--- src/rtl/counter_pnb.sv ---
// counter_pnb: N-bit free-running binary up-counter with synchronous,
// active-high clear. Counts modulo 2^N with no enable and no saturation.
// Optional build macro COUNTER_PNB_TC_EN adds the tc output. tc is high
// exactly while q is all ones.
// N must lie in 1..32.
module counter_pnb #(
  parameter int N = 4
) (
  input  logic         clk,
  input  logic         reset,
  output logic [N-1:0] q
`ifdef COUNTER_PNB_TC_EN
  ,
  output logic         tc
`endif
);

  logic [N-1:0] r_q;
  logic [N-1:0] w_q_next;

  // Next count: wraps from all-ones to zero through natural N-bit overflow
  assign w_q_next = r_q + N'(1);

  // Count register: the clear takes priority and is sampled only at the clock edge
  always_ff @(posedge clk) begin
    if (reset) begin
      r_q <= '0;
    end else begin
      r_q <= w_q_next;
    end
  end

  assign q = r_q;

`ifdef COUNTER_PNB_TC_EN
  // Terminal count decodes the registered value only, so it tracks q in the same cycle
  assign tc = &r_q;
`endif

endmodule

--- config.mk ---
export PLATFORM = sky130hd
export DESIGN_NAME = counter_pnb
export DESIGN_NICKNAME = d
export VERILOG_FILES = /design/src/rtl/counter_pnb.sv
export SDC_FILE = /design/constraint.sdc
export NUM_CORES = 1
export LEC_CHECK = 0
export BUFFER_PORTS_ARGS = -buffer_cell sky130_fd_sc_hd__buf_2
export CORE_AREA = 4 4 41 43
export DETAILED_ROUTE_END_ITERATION = 12
export DIE_AREA = 0 0 45 47
export PLACE_DENSITY = 0.3
export SLEW_MARGIN = 0
export SYNTH_ARGS = -nofsm -noshare
export SYNTH_HDL_FRONTEND = slang
export SYNTH_SLANG_ARGS = --single-unit
--- constraint.sdc ---
create_clock -name clk -period 1.1 [get_ports clk]
set_input_delay 0.11 -clock clk [delete_from_list [all_inputs] [get_ports clk]]
set_output_delay 0.11 -clock clk [all_outputs]
set_load 0.005 [all_outputs]
# == Word-level counts from Yosys, hierarchy flattened ==
# Cells that the tools add are included.
# word_totals
inputBits,2
wordCells,2
out_inout_bits,4
register_bits,4
# classes
addsub,1
# op_table
op,count
adder 4 x 1 -> 4 bit (second input constant),1

# == Logic depth before layout (Yosys ltp) ==
# logic_depth
word_depth,1
mapped_depth,3
depth_no_buf,3

# == Least setup slack after synthesis ==
# No wires, ideal clock.
# synth_timing
path_type,register to register
start,register r_q[0] (netlist: q[0])
end,register r_q[3] (netlist: q[3])
path_slack_ps,230
arrival_ps,749
stages_incl_launch_ff,3
required_ps,979
setup_ps,121
cell_sequence,dfxtp_1 nand3_2 mux2_4
# synth_via
elab_chain_len,1
# synth_lines
element,line_no,text
"start, declared",18,logic [N-1:0] r_q;
"start signal, assigned",29,r_q <= w_q_next;
adder 4 x 1 -> 4 bit,22,assign w_q_next = r_q + N'(1);
# No other way between the ends.
# A chain may end at the register's enable or synchronous reset.

# == Worst setup path after layout ==
# Ends and elaborated chain as after synthesis.

==> run metrics <==
run status complete, no violations; WL/cell 7.97 um; Initial Util 11.5%; hold path startpoint reset; vias per cell 3.17; MaxCap Viol Count 0; cell taking the most area after synthesis dfxtp_1; RR Startpoint q[0]$_SDFF_PP0_; Least-Margin Pin Slew 0.161 ns; setup_tns 0 ns; NumNets Final 26; FF-to-FF setup slack 0.20 ns; hold endpoint q[0]$_SDFF_PP0_; Mapped Cells 13; Die Area 2120 sq um; Ports 6; main combinational cell family by area after synthesis simple AND/OR/NAND/NOR gates; crit path capture type flip-flop; clock sink count 4; Worst slew margin 89.2%; post-synthesis xor/xnor area fraction 5.83%; Post-Route WL approximately 290 um; vias in the first global route 121; fin. max-slew vios 0; crit share post-route 81.4%; Post-Layout Cell Count 36; largest net degree at the start of global routing 6; Antenna Violating Nets Remaining 0; CP max FO 4; Core Area 1300 sq um; Synth cell types 7; Peak VDD IR between 0.4 and 0.5 mV; critical path class flip-flop to flip-flop; Async S/R FF share, synth 0%; # placed instances 33; CTS buffer count 3; Mapped Nets 16; Worst setup SP type flip-flop; met2 wire length 82 um; fin util 16.6%; R2R cell count 2; worst r2r dst q[3]$_SDFF_PP0_; most frequent cell after synthesis dfxtp_1; clock transition at the registers of the reported paths 0.04 ns; CP Data Required Time 1.22 ns; top cells by count, synth dfxtp_1, nor2_1, nor2b_1; P_leak 0.102 nW; Tmin final 0.895 ns; mapped cell area 150 sq um; Synthesis Warnings 0; Longest Clk Path Bufs 2; met3 wire length 35 um; Final Cell Area around 220 sq um; adder-cell share of the synthesized area 8.33%; #FFs+latches synth 4; simple-gate share of the synthesized area between 20 and 25%; CTS Hold Bufs 0; RSZ-0062 raised after global routing no; # resized after CTS 0; total number of vias 114; average size of a mapped cell 11.5 sq um; hold path cells 2; DRT Pass-1 Iters 1; die height 47 um; proportion of layout cells with a drive suffix above 1 47.6%; final count of negative-setup-slack endpoints 0; Final Hold Fails 0; global-route wire length before repair between 400 and 500 um; port bufs 5; die width between 40 and 50 um; H-tree lvl count 1; Synth Area in Compound Gates 0%; clock latency on the worst-skew pair 0.23 ns; clk root buf clkbuf_4; max reg flops 4; # DRC 0; Area Growth Syn to Fin 44.2%; CTS tree built; total gr overflow 0; Synth Flop Type dfxtp_1; placed cell area slightly below 200 sq um; worst min-delay path class primary input to flip-flop; Final Skew 0.00274 ns; met1 WL about 170 um; global placer's final weighted congestion 0.642; All-Layer GR Usage under 10%; sequential fraction of the synthesis area 53.3%; Data arrival, critical path approximately 1 ns; postcts setup bufs 0; initial antenna violation count 0; Post-synth EDFFs 0; uppermost layer routed met3; top cells by area, synth dfxtp_1, mux2_4, ha_1, nor2b_1, nor2_1; post-synthesis mux area share roughly a tenth; Yosys top cell area share 53.3%; FMAX 1.12 GHz; Power Density roughly 1700 nW/um^2; DRT iter0 DRCs 0; Cell Rows 13; number of antenna diodes 0
==> cell type report <==
class	instances	area (sq um)
tap	15	18.8
multi-input combinational	9	70.1
sequential	4	80.1
clock buffer	3	22.5
fill	154	1080
timing repair buffer	5	25.0
==> metrics by stage <==
stage / power [W] / setup slack (ns) / hold slack [ns]
after floorplan: 0.000180 / 0.230 / 0.177
after global placement: 0.000195 / 0.207 / 0.334
after detailed placement: 0.000195 / 0.207 / 0.336
after CTS: 0.000381 / 0.205 / 0.0904
after global routing: 0.000401 / 0.161 / 0.0919
final: 0.000371 / 0.205 / 0.0959
==> worst max-delay path by stage <==
stage / from / end / depth (start not counted)
after floorplan: q[0]$_SDFF_PP0_ / q[3]$_SDFF_PP0_ / 2
after global placement: q[0]$_SDFF_PP0_ / q[3]$_SDFF_PP0_ / 2
after detailed placement: q[0]$_SDFF_PP0_ / q[3]$_SDFF_PP0_ / 2
after CTS: q[0]$_SDFF_PP0_ / q[3]$_SDFF_PP0_ / 2
after global routing: q[0]$_SDFF_PP0_ / q[2]$_SDFF_PP0_ / 3
final: q[0]$_SDFF_PP0_ / q[3]$_SDFF_PP0_ / 2
==> cell families (layout without fill, tap and decap cells) <==
logic type               count (synthesis)  in the layout
adder cells (fa/ha/maj)                  1              1
flip-flops                               4              4
multiplexers                             1              1
XOR/XNOR                                 1              1
buffers and inverters                    0              8
AND/OR/NAND/NOR                          6              6
==> power by group <==
| part | switching [W] | internal (W) | total (W) |
|---|---|---|---|
| clock network | 0.0000560 | 0.000122 | 0.000178 |
| logic | 0.0000121 | 0.0000162 | 0.0000283 |
| registers | 0.00000989 | 0.000155 | 0.000165 |
| total | 0.0000779 | 0.000293 | 0.000371 |
==> layout by cell type (no fill, tap or decap), drive strengths merged <==
cell	n
clkbuf	3
nor2	3
buf	5
nand3	1
xnor2	1
dfxtp	4
mux2	1
nor2b	2
ha	1
==> per-layer routing <==
layer  track usage (%)  vias to the layer above
li1                  -                       59
met1              4.32                       49
met2              3.11                        6
met3              6.13                        0
met4              3.51                        0
met5                 0                        -
==> critical path, stage by stage, from the launching register on <==
cell	delay, ns
dfxtp_1	0.39
nand3_2	0.10
mux2_4	0.29
No activity file was read; power rests on OpenSTA's default activity.
